## src/rtl/accum_pkg.sv

```systemverilog
`default_nettype none
// ============================================================================
//  Module      : accum_pkg
//  Description : Shared types and default width for the accumulator unit.
//  Revision    : 1.0
// ============================================================================
package accum_pkg;

    localparam int ACC_W = 16;

    typedef enum logic [1:0] {
        CLR  = 2'b00,
        ADD  = 2'b01,
        SUB  = 2'b10,
        SUB2 = 2'b11
    } op_e;

    typedef enum logic [1:0] {
        IDLE  = 2'b00,
        PASS1 = 2'b01,
        PASS2 = 2'b10,
        RESP  = 2'b11
    } state_e;

endpackage
`default_nettype wire

```

## src/rtl/accum_unit_if.sv

```systemverilog
`default_nettype none
// ============================================================================
//  Module      : accum_unit_if
//  Description : Command and response handshake bundle of the accumulator.
//  Revision    : 1.0
// ============================================================================
interface accum_unit_if #(
    parameter int W = 16
);
    logic         cmd_valid;
    logic         cmd_ready;
    logic [1:0]   cmd_op;
    logic [W-1:0] cmd_data;
    logic         rsp_valid;
    logic         rsp_ready;
    logic [W-1:0] rsp_acc;
    logic         rsp_carry;
    logic         rsp_ovf;
    logic         rsp_zero;

    modport master (
        output cmd_valid, cmd_op, cmd_data, rsp_ready,
        input  cmd_ready, rsp_valid, rsp_acc, rsp_carry, rsp_ovf, rsp_zero
    );

    modport slave (
        input  cmd_valid, cmd_op, cmd_data, rsp_ready,
        output cmd_ready, rsp_valid, rsp_acc, rsp_carry, rsp_ovf, rsp_zero
    );
endinterface
`default_nettype wire

```

## src/rtl/addsub_w.sv

```systemverilog
`default_nettype none
// ============================================================================
//  Module      : addsub_w
//  Description : Combinational ripple-carry adder/subtractor with flags.
//  Revision    : 1.0
// ============================================================================
module addsub_w #(
    parameter int W = 16
) (
    input  logic [W-1:0] i_a,
    input  logic [W-1:0] i_b,
    input  logic         i_sub,
    output logic [W-1:0] o_s,
    output logic         o_c_out,
    output logic         o_ovf
);
    logic [W-1:0] w_b_eff;
    logic         w_carry;

    assign w_b_eff = i_b ^ {W{i_sub}};

    // Subtraction is a + ~b + 1, the +1 entering as the chain's carry-in.
    always_comb begin
        o_s     = '0;
        w_carry = i_sub;
        for (int i = 0; i < W; i++) begin
            o_s[i]  = i_a[i] ^ w_b_eff[i] ^ w_carry;
            w_carry = (i_a[i] & w_b_eff[i]) | (w_carry & (i_a[i] ^ w_b_eff[i]));
        end
        o_c_out = w_carry;
    end

    assign o_ovf = (i_a[W-1] == w_b_eff[W-1]) & (o_s[W-1] != i_a[W-1]);
endmodule
`default_nettype wire

```

## src/rtl/accum_unit.sv

```systemverilog
`default_nettype none
// ============================================================================
//  Module      : accum_unit
//  Description : Command-driven accumulator (clear/add/sub/double-sub) with
//                valid/ready command and response handshakes.
//  Revision    : 1.0
// ============================================================================
module accum_unit
    import accum_pkg::*;
#(
    parameter int W = ACC_W
) (
    input  logic         clk,
    input  logic         rst_n,
    accum_unit_if.slave  bus
);
    state_e       r_state;
    state_e       w_state_nxt;
    op_e          r_op;
    logic [W-1:0] r_data;
    logic [W-1:0] r_acc;
    logic         r_carry;
    logic         r_ovf;

    logic         w_accept;
    op_e          w_cmd_op;
    logic         w_sub;
    logic [W-1:0] w_sum;
    logic         w_cout;
    logic         w_ovf;

    assign w_cmd_op = op_e'(bus.cmd_op);
    assign w_accept = bus.cmd_valid & (r_state == IDLE);
    assign w_sub    = (r_op != ADD);

    // Single adder shared by both passes; operands always come from registers.
    addsub_w #(.W(W)) u_addsub (
        .i_a     (r_acc),
        .i_b     (r_data),
        .i_sub   (w_sub),
        .o_s     (w_sum),
        .o_c_out (w_cout),
        .o_ovf   (w_ovf)
    );

    always_ff @(posedge clk or negedge rst_n) begin
        if (!rst_n) begin
            r_state <= IDLE;
        end else begin
            r_state <= w_state_nxt;
        end
    end

    always_comb begin
        w_state_nxt = r_state;
        case (r_state)
            IDLE:    if (w_accept) w_state_nxt = (w_cmd_op == CLR) ? RESP : PASS1;
            PASS1:   w_state_nxt = (r_op == SUB2) ? PASS2 : RESP;
            PASS2:   w_state_nxt = RESP;
            RESP:    if (bus.rsp_ready) w_state_nxt = IDLE;
            default: w_state_nxt = IDLE;
        endcase
    end

    always_ff @(posedge clk or negedge rst_n) begin
        if (!rst_n) begin
            r_op    <= CLR;
            r_data  <= '0;
            r_acc   <= '0;
            r_carry <= 1'b0;
            r_ovf   <= 1'b0;
        end else begin
            case (r_state)
                IDLE: begin
                    if (w_accept) begin
                        r_op   <= w_cmd_op;
                        r_data <= bus.cmd_data;
                        if (w_cmd_op == CLR) begin
                            r_acc   <= '0;
                            r_carry <= 1'b0;
                            r_ovf   <= 1'b0;
                        end
                    end
                end
                PASS1: begin
                    r_acc   <= w_sum;
                    r_carry <= w_cout;
                    r_ovf   <= w_ovf;
                end
                PASS2: begin
                    // Borrow in either pass clears carry; overflow is sticky.
                    r_acc   <= w_sum;
                    r_carry <= r_carry & w_cout;
                    r_ovf   <= r_ovf | w_ovf;
                end
                default: ;
            endcase
        end
    end

    assign bus.cmd_ready = (r_state == IDLE);
    assign bus.rsp_valid = (r_state == RESP);
    assign bus.rsp_acc   = r_acc;
    assign bus.rsp_carry = r_carry;
    assign bus.rsp_ovf   = r_ovf;
    assign bus.rsp_zero  = (r_acc == '0);
endmodule
`default_nettype wire

```

## src/flat_wrapper.sv

```systemverilog
// flat-port wrapper written by rule: the top's interface ports become plain ports
module accum_unit_flat import accum_pkg::*;
#(
    parameter int W = ACC_W
)
  (clk, rst_n, bus_cmd_valid, bus_cmd_op, bus_cmd_data, bus_rsp_ready, bus_cmd_ready, bus_rsp_valid, bus_rsp_acc, bus_rsp_carry, bus_rsp_ovf, bus_rsp_zero);
  accum_unit_if #(.W(W)) bus_i ();
  input  logic clk;
  input  logic rst_n;
  input wire logic [$bits(bus_i.cmd_valid)-1:0] bus_cmd_valid;
  input wire logic [$bits(bus_i.cmd_op)-1:0] bus_cmd_op;
  input wire logic [$bits(bus_i.cmd_data)-1:0] bus_cmd_data;
  input wire logic [$bits(bus_i.rsp_ready)-1:0] bus_rsp_ready;
  output wire logic [$bits(bus_i.cmd_ready)-1:0] bus_cmd_ready;
  output wire logic [$bits(bus_i.rsp_valid)-1:0] bus_rsp_valid;
  output wire logic [$bits(bus_i.rsp_acc)-1:0] bus_rsp_acc;
  output wire logic [$bits(bus_i.rsp_carry)-1:0] bus_rsp_carry;
  output wire logic [$bits(bus_i.rsp_ovf)-1:0] bus_rsp_ovf;
  output wire logic [$bits(bus_i.rsp_zero)-1:0] bus_rsp_zero;
  assign bus_i.cmd_valid = bus_cmd_valid;
  assign bus_i.cmd_op = bus_cmd_op;
  assign bus_i.cmd_data = bus_cmd_data;
  assign bus_i.rsp_ready = bus_rsp_ready;
  assign bus_cmd_ready = bus_i.cmd_ready;
  assign bus_rsp_valid = bus_i.rsp_valid;
  assign bus_rsp_acc = bus_i.rsp_acc;
  assign bus_rsp_carry = bus_i.rsp_carry;
  assign bus_rsp_ovf = bus_i.rsp_ovf;
  assign bus_rsp_zero = bus_i.rsp_zero;
  accum_unit #(.W(W)) u_core (.clk(clk), .rst_n(rst_n), .bus(bus_i));
endmodule
```

## config.mk

```make
export PLATFORM = sky130hd
export DESIGN_NAME = accum_unit_flat
export DESIGN_NICKNAME = d
export VERILOG_FILES = /design/src/rtl/accum_pkg.sv /design/src/rtl/accum_unit_if.sv /design/src/rtl/addsub_w.sv /design/src/rtl/accum_unit.sv /design/src/flat_wrapper.sv
export SDC_FILE = /design/constraint.sdc
export NUM_CORES = 1
export LEC_CHECK = 0
export ABC_AREA = 1
export CAP_MARGIN = 10
export CORE_MARGIN = 2
export CORE_UTILIZATION = 49
export CTS_BUF_LIST = sky130_fd_sc_hd__clkbuf_4
export DETAILED_ROUTE_END_ITERATION = 12
export GPL_TIMING_DRIVEN = 0
export PLACE_DENSITY = 0.79
export SLEW_MARGIN = 20
export SYNTH_ARGS = -nofsm -noshare
export SYNTH_HDL_FRONTEND = slang
export SYNTH_SLANG_ARGS = --single-unit
```

## constraint.sdc

```tcl
create_clock -name clk -period 6.5 [get_ports clk]
set_clock_uncertainty 0.05 [all_clocks]
set_input_delay 1.3 -clock clk [delete_from_list [all_inputs] [get_ports clk]]
set_output_delay 1.3 -clock clk [all_outputs]
set_load 0.01 [all_outputs]
```

# Word-level counts from Yosys, hierarchy flattened
# Cells that the tools add are included.
totals:
  reg_bits: 38
  in_bits: 22
  output_inout_bits: 21
  wordCells: 123
op_classes:
  n_mux: 12
  eq_ne: 10
  bitwise: 85
  reduce_logical: 10
op_table:
  columns: ["cell", "count"]
  rows:
  - ["AND 1 bit", 35]
  - ["2-to-1 mux 16 bit", 2]
  - ["one-hot mux 16 bit (2 select lines)", 1]
  - ["XOR 1 bit", 32]
  - ["OR 1 bit", 17]
  - ["zero test 16 bit", 1]
  - ["XOR 16 bit", 1]
  - ["one-hot mux 2 bit (4 select lines)", 1]
  - ["== test 2 bit, second input constant", 3]
  - ["2-to-1 mux 2 bit", 3]
  - ["!= test 2 x 1 -> 1 bit, second input constant", 3]
  - ["one-hot mux 1 bit (3 select lines)", 2]
  - ["AND reduction 3 bit", 2]
  - ["zero test 2 bit", 2]
  - ["AND reduction 2 bit", 2]
  - ["2-to-1 mux 1 bit", 3]
  - ["nonzero test 3 bit", 1]
  - ["== test 2 x 1 -> 1 bit, second input constant", 1]
  - ["!= test 2 bit, second input constant", 1]
  - ["nonzero test 2 bit", 1]
  - ["OR reduction 2 bit", 1]
  - ["== test 1 bit", 1]
  - ["!= test 1 bit", 1]

# Depth between registers and ports, before layout
depth:
  depth_word: 38
  ltp_mapped: 27
  depth_no_buf: 26

# Cells and area by module
# From an unflattened synthesis, not the netlist that was laid out.
hier_totals:
  hier_cells: 333
  hier_area_um2: 2592.5
by_module_without_submodules:
  columns: ["module", "cells_per_inst", "seq_area_each_um2", "n_inst", "area_per_inst_um2"]
  rows:
  - ["accum_unit", 249, 950.9, 1, 1916.8]
  - ["addsub_w", 84, 0.0, 1, 675.6]

# Worst setup path before layout
# OpenSTA, ideal clock, no wires.
synth_timing:
  path_type: "register to register"
  start: "register u_core.r_op[1]"
  end: "register u_core.r_ovf, in the netlist u_core.bus.rsp_ovf"
  path_stages_with_launch: 26
  setup_ps: 117
  arrival_ps: 6950
  path_slack_ps: -617
  required_time_ps: 6333
  path_buffers: 1
  synth_period_minus_slack_ps: 7117
  cell_sequence: "dfrtp_1 > nor2_2 > buf_6 > xnor2_1 > fa_1 > fa_1 > fa_1 > fa_1 > fa_1 > fa_1 > fa_1 > fa_1 > fa_1 > fa_1 > fa_1 > fa_1 > fa_1 > inv_1 > fa_1 > inv_1 > fa_1 > nand2_1 > nand3_1 > nand2_1 > nand3_1 > nand2_1"
synth_via:
  elab_chain_cells: 38
  elab_cells_between_ends: 69
  classes_between: "3 x eq/ne; 1 x mux; 65 x bitwise"
synth_lines:
  columns: ["item", "line", "source"]
  rows:
  - ["start: declaration", "accum_unit.sv:19", "op_e r_op;"]
  - ["start signal: assignment", "accum_unit.sv:76", "r_op <= w_cmd_op;"]
  - ["!= test 2 x 1 -> 1 bit *", "accum_unit.sv:34", "assign w_sub = (r_op != ADD);"]
  - ["XOR 16 bit", "addsub_w.sv:20", "assign w_b_eff = i_b ^ {W{i_sub}};"]
  - ["XOR 1 bit", "addsub_w.sv:28", "w_carry = (i_a[i] & w_b_eff[i]) | (w_carry & (i_a[i] ^ w_b_eff[i]));"]
  - ["AND 1 bit", "addsub_w.sv:28", null]
  - ["OR 1 bit", "addsub_w.sv:28", null]
  - ["AND 1 bit", "addsub_w.sv:28", null]
  - ["OR 1 bit", "addsub_w.sv:28", null]
  - ["AND 1 bit", "addsub_w.sv:28", null]
  - ["[22 not listed]", null, null]
  - ["OR 1 bit", "addsub_w.sv:28", null]
  - ["AND 1 bit", "addsub_w.sv:28", null]
  - ["OR 1 bit", "addsub_w.sv:28", null]
  - ["XOR 1 bit", "addsub_w.sv:27", "o_s[i] = i_a[i] ^ w_b_eff[i] ^ w_carry;"]
  - ["!= test 1 bit", "addsub_w.sv:33", "assign o_ovf = (i_a[W-1] == w_b_eff[W-1]) & (o_s[W-1] != i_a[W-1]);"]
  - ["AND 1 bit *", "addsub_w.sv:33", null]
  - ["OR 1 bit", "accum_unit.sv:94", "r_ovf <= r_ovf | w_ovf;"]
  - ["one-hot mux 1 bit (3 select lines) *", "accum_unit.sv:73", "case (r_state)"]
  - ["end signal: assignment", "accum_unit.sv:88", "r_ovf <= w_ovf;"]
  - ["end signal: assignment", "accum_unit.sv:94", null]
  - ["end: declaration", "accum_unit.sv:23", "logic r_ovf;"]
# Mark *: on every way between the ends. The rest lies on a longest branch, timed or not.
# A chain may end at the register's enable or synchronous reset.

# Worst setup path in the final report
layout_timing:
  start: "register u_core.r_op[0]"
  end: "register u_core.r_ovf, in the netlist u_core.bus.rsp_ovf"
# The elaborated chain is that of the path after synthesis.

==> results_dict.tcl <==
set metrics [dict create \
    status "finished, violations left" \
    cap_viol_max_count 0 \
    power.leakage_nw 1.364 \
    drc 0 \
    port_buffers 42 \
    cts_tree "built" \
    violations "negative setup slack" \
    cts.reportedPaths.clkPinSlew_ns 0.11 \
    hold_class "reg2reg" \
    ff2ff_path_depth 26 \
    hold_depth 2 \
    overflow 0 \
    rsz0062_at_grt "true" \
    required_ns 6.69 \
    fp.dieH_um 72.83 \
    max_freq_ghz 0.1517 \
    die_area_um2 5303 \
    crit_fanout 3 \
    seq_area_um2 950.9 \
    tightest_slew_ns 0.4669 \
    viasPerCell 4.966 \
    drt_iter0_drc 122 \
    reg2reg_to "u_core.bus.rsp_ovf$_DFFE_PN0P_" \
    ioPinCount 43 \
    whs_ns 0.4973 \
    yosysSeqAreaShare_pct 40.97 \
    cp.arrival_ns 6.79 \
    rr_startpoint "u_core.r_op[0]$_DFFE_PN0P_" \
    drt_wl_total_mm 4.505 \
    internal_power_w 0.001089 \
    vdd_drop_max_mv 0.2656 \
    p_clk_share_pct 8.7 \
    fill_cells 360 \
    routedWlPerCell_um 13.99 \
    multi_input_area_um2 1292 \
    placed_cells 310 \
    p_per_area_nw_per_um2 645.9 \
    synthCells 213 \
    synth_nets 255 \
    yosys_warnings 0 \
    place.detailed.hpwl_mm 3.423 \
    sw_frac_of_total_pct 43.78 \
    grt_max_degree 28 \
    rows 25 \
    finalCritPeriodShare_pct 101.4 \
    ant_nets 0 \
    yosysTopAreaCellShare_pct 40.97 \
    p_switching_w 0.0008481 \
    final_common_cell "nand2_1" \
    crit_top_cell "fa_2" \
    cts-root-buf "clkbuf_4" \
    dr.pass1.iters 4 \
    reg2reg_setup_slack_ns -0.09 \
    design_area_um2 2999 \
    antenna_found_initial 0 \
    die_w_um 72.83 \
    max_stage_delay_ns 0.52 \
    htreeDepth 2 \
    grt.total_usage_pct 19.30 \
    min_from "u_core.bus.rsp_ovf$_DFFE_PN0P_" \
    hold_violations 0 \
    combPwrFrac_pct 67.3 \
    synth_seq_cells 38 \
    synth_area_leaders "dfrtp_1 (41%), fa_1 (13%), mux2_4 (10%), nand2_1 (7.6%), xnor2_1 (5.3%)" \
    antenna_cells 0 \
    synthToLayoutAreaGrowth_pct 29.22 \
    fin_nets 309 \
    period_minus_slack_ns 6.592 \
    end_kind "flip-flop" \
    whs_endpoint "u_core.bus.rsp_ovf$_DFFE_PN0P_" \
    grt_pass1_wl_mm 7.776 \
    grt_pass1_vias 1659 \
    setup_violations 1 \
    postCtsHoldBufs 0 \
    initial_core_util_pct 50.14 \
    crit_path_top_delay_cell "fa_1" \
    worstSetupStartpointType "flip-flop" \
    gp_congestion 0.8032 \
    yosysTopAreaCell "dfrtp_1" \
    synth_area_per_cell_um2 10.90 \
    p_seq_share_pct 24.0 \
    vias 1599 \
    most-common-layout-cells "nand2_1 (47), clkdlybuf4s50_1 (41), dfrtp_1 (38)" \
    insertion_delay_ns 0.34 \
    crit_type "reg2reg" \
    layout_setup_ws_ns -0.09234 \
    final_max_slew_viol_count 0 \
    instances_no_fill 322 \
    cts_sinks 38 \
    cts_buffers 5 \
    placed_area_um2 2867 \
    relSlewSlack_pct 68.87 \
    synth.distinct_cells 27 \
    cts_max_path_buffers 2 \
    syn_area_um2 2321 \
    core-area_um2 4629 \
    drive_gt1_share_pct 27.24 \
]
area by class of cell:
class,count,area share (%)
multi-input combinational,151,43.10
sequential,38,31.71
timing repair buffer,47,15.52
buffer,8,2.670
tap,54,2.253
inverter,16,2.003
clock buffer,7,1.752
clock inverter,1,1.001
worst max-delay path: cells and delay by family, from the launching register on:
kind / cells / cell delay (ns)
and+or+nand+nor: 6 / 0.38
buffers and inverters: 4 / 0.31
DFF: 1 / 0.41
adders and majority gates: 15 / 5.21
xor gates and xnor gates: 1 / 0.12
flip-flops by register name (all words and copies together), names as in the netlist:
| name | count |
|---|---|
| u_core.bus.rsp_acc | 16 |
| u_core.bus.rsp_carry | 1 |
| u_core.bus.rsp_ovf | 1 |
| u_core.r_data | 16 |
| u_core.r_op | 2 |
| u_core.r_state | 2 |
power groups by stage:
stage | clock network, W | logic (W) | registers [W]
after floorplan | 0 | 0.000958 | 0.000461
after global placement | 0 | 0.00122 | 0.000463
after detailed placement | 0 | 0.00127 | 0.000468
after CTS | 0.000173 | 0.00130 | 0.000464
after global routing | 0.000182 | 0.00148 | 0.000482
final | 0.000169 | 0.00130 | 0.000465
worst max path at each step:
| stage | start | endpoint | slack [ns] |
|---|---|---|---|
| after floorplan | u_core.r_op[0]$_DFFE_PN0P_ | u_core.bus.rsp_ovf$_DFFE_PN0P_ | 0.001 |
| after global placement | u_core.r_op[0]$_DFFE_PN0P_ | u_core.bus.rsp_ovf$_DFFE_PN0P_ | -0.24 |
| after detailed placement | u_core.r_op[0]$_DFFE_PN0P_ | u_core.bus.rsp_ovf$_DFFE_PN0P_ | -0.31 |
| after CTS | u_core.r_op[0]$_DFFE_PN0P_ | u_core.bus.rsp_ovf$_DFFE_PN0P_ | -0.14 |
| after global routing | u_core.r_op[0]$_DFFE_PN0P_ | u_core.bus.rsp_ovf$_DFFE_PN0P_ | -0.33 |
| final | u_core.r_op[0]$_DFFE_PN0P_ | u_core.bus.rsp_ovf$_DFFE_PN0P_ | -0.09 |
repair_timing:
item                                    4_1_cts  5_1_grt
pin swaps                                     1        2
setup buffers                                 4        0
gates resized for setup                       2        5
endpoints found under the setup margin        4        4
metal layers:
layer | up-vias | share of wire (%) | wire, µm | global-route usage, %
li1 | 782 | - | - | -
met1 | 777 | 46 | 2072 | 26.87
met2 | 34 | 49 | 2219 | 30.81
met3 | 6 | 3.7 | 166 | 4.420
met4 | 0 | 1.0 | 47 | 4.938
met5 | - | 0 | 0 | 0
synthesized netlist by cell type (all sizes together):
cell / instances
dfrtp: 38
nand4: 2
clkbuf: 1
xnor2: 14
o21a: 1
buf: 7
nand3: 4
mux2: 16
inv: 16
nor2: 17
ha: 5
nand2: 49
xor2: 1
or2: 2
a21boi: 2
fa: 15
a21oi: 3
o21ai: 20
kinds of logic after synthesis:
group | synth area share (%)
AO/OA/AOI/OAI | 8.032
multiplexers | 10.35
adder cells (fa/ha/maj) | 15.63
AND/OR/NAND/NOR | 13.48
flip-flops | 40.97
buffers and inverters | 5.876
XOR/XNOR | 5.661
through the flow:
| stage | setup TNS (ns) | util [%] | total power, W | worst slack (ns) |
|---|---|---|---|---|
| 6_report | -0.09234 | 64.78 | 0.001937 | -0.09234 |
| 5_1_grt | -0.4552 | 64.78 | 0.002148 | -0.3327 |
| 4_1_cts | -0.1444 | 64.43 | 0.001939 | -0.1437 |
| 3_5_place_dp | -0.6126 | 61.92 | 0.001739 | -0.3096 |
| 3_3_place_gp | -0.3665 | 61.59 | 0.001680 | -0.2382 |
| 2_1_floorplan | 0 | - | 0.001418 | 0.001373 |
No activity file was read; power rests on OpenSTA's default activity.
==> edit, RTL diff (same settings) <==
`ACC_W`: 16 -> 24.
--- a/src/rtl/accum_pkg.sv
+++ b/src/rtl/accum_pkg.sv
@@ -6,7 +6,7 @@
 // ============================================================================
 package accum_pkg;
 
-    localparam int ACC_W = 16;
+    localparam int ACC_W = 24;
 
     typedef enum logic [1:0] {
         CLR  = 2'b00,
Ports: changed (resized bus_cmd_data and bus_rsp_acc); port bits go from 43 to 59. The function was not compared with the original's and may differ.
==> edit against the unedited design <==
The flow still finishes with violations (setup timing). Hold slack worse by 0.012 ns. Sequential cell count is 16 higher. Area after synthesis is 37% higher. Die area is 34% higher. Maximum frequency is 30% lower. Worst setup slack worse by 2.9 ns. Total power is 36% higher. Final area is 36% higher. Wire length is 39% higher. Count of clock-buffer cells in the layout is 1 lower. Critical endpoint unchanged. Largest cell class unchanged.
==> edit: results (changes against the unedited design) <==
Post-route setup slack = -2.97 ns (was -0.0923 ns)
Sequential fraction of design power = 25.1% (was 24.0%)
Final hold slack = 0.486 ns (was 0.497 ns)
Worst vdd ir = 0.300 mV (was 0.266 mV)
Post-Syn Area per Cell = 10.9 um2 (about the same)
Pin count of the biggest net entering global routing = 55 (was 28)
First-pass GRT wire length = 10700 um (was 7780 um)
Post-synthesis adder-cell area fraction = 16.5% (was 15.6%)
Pre-CTS setup slack = -3.10 ns (was -0.310 ns)
Pint = 0.00147 W (was 0.00109 W)
Critical path startpoint = u_core.r_op[1] (was u_core.r_op[0])
# setup viols final = 11 (was 1)
Post-synthesis mux area share = 10.4% (about the same)
Number of global-route vias before repair = 2322 (was 1659)
Fin Setup TNS = -19.13 ns (was -0.0923 ns)
Status = complete, but fails checks (unchanged)
Final HPWL from detailed placement = 4650 um (was 3420 um)
Clk slew on worst S/H paths = 0.15 ns (was 0.11 ns)
Synth Area in XOR/XNOR = 6.35% (was 5.66%)
Final Wtd Congestion = 0.834 (was 0.803)
Clock latency at the later pin of the worst-skew pair = 0.38 ns (was 0.34 ns)
Synth area leaders = dfrtp_1 43%, fa_1 15%, nand2_1 8.0% (was dfrtp_1 41%, fa_1 13%, mux2_4 10%)
GR Util met1 = 25.9% (was 26.9%)
Met2 Resource Use GR = 31.0% (was 30.8%)
Compound-Gate Fraction of Synth Area = 6.55% (was 8.03%)
Met3 Track Usage GR = 3.24% (was 4.42%)
Met3 WL post-DR = 186 um (was 166 um)
Arrival @ worst endpoint = 9.70 ns (was 6.79 ns)
Register area share after synthesis = 42.6% (was 41.0%)
Pleak = 1.80 nW (was 1.36 nW)
# fillers = 531 (was 360)
Vias post-DR = 2216 (was 1599)
Routed WL = 6270 um (was 4510 um)
Worst Path Max Fanout = 4 (was 3)
Syn Nets = 348 (was 255)
Dpl cell area = 0.00392 mm2 (was 0.00287 mm2)
Routed met2 length = 3220 um (was 2220 um)
Violated checks = setup timing (unchanged)
Final cell count without fillers = 439 (was 322)
1st-iter DRT viols = 132 (was 122)
Port Buffers = 58 (was 42)
Total GRT Usage = 19.0% (was 19.3%)
Nets = 419 (was 309)
R2r startpoint = u_core.r_op[1] (was u_core.r_op[0])
Clock power share = 5.6% (was 8.7%)
Placed insts = 425 (was 310)
Sequential cell area = 0.00135 mm2 (was 951 um2)
Netlist cell types = 29 (was 27)
Routed length on met1 = 2750 um (was 2070 um)
Clk root buf = clkbuf_4 (unchanged)
Total Power = 0.00263 W (was 0.00194 W)
[edit: changes by cell type after synthesis, moves of 7 or more]
cell,change
mux2_2,+8
nand2_1,+21
xnor2_1,+8
dfrtp_1,+16
fa_1,+8
o21ai_1,+7
[edit: timing repair]
item	in CTS	in global routing
gates resized for setup	4	7
setup endpoints to repair	11	11
buffers inserted	5	1
pin swaps	2	1
[edit: worst reg2reg max path: cells and delay by family (launching register included)]
| kind | cells | cell delay (ns) |
|---|---|---|
| adder cells (fa/ha/maj) | 23 | 8.01 |
| AND/OR/NAND/NOR | 6 | 0.56 |
| buffers and inverters | 3 | 0.25 |
| XOR/XNOR | 1 | 0.07 |
| flip-flops | 1 | 0.44 |
[edit: layout make-up]
class                      instances  share of cell area [%]
clock inverter                     2                   0.216
sequential                        54                    33.3
tap                               77                    2.37
timing repair buffer              64                    15.3
inverter                          16                    1.48
multi-input combinational        209                    43.3
clock buffer                       6                    1.11
buffer                            11                    2.89
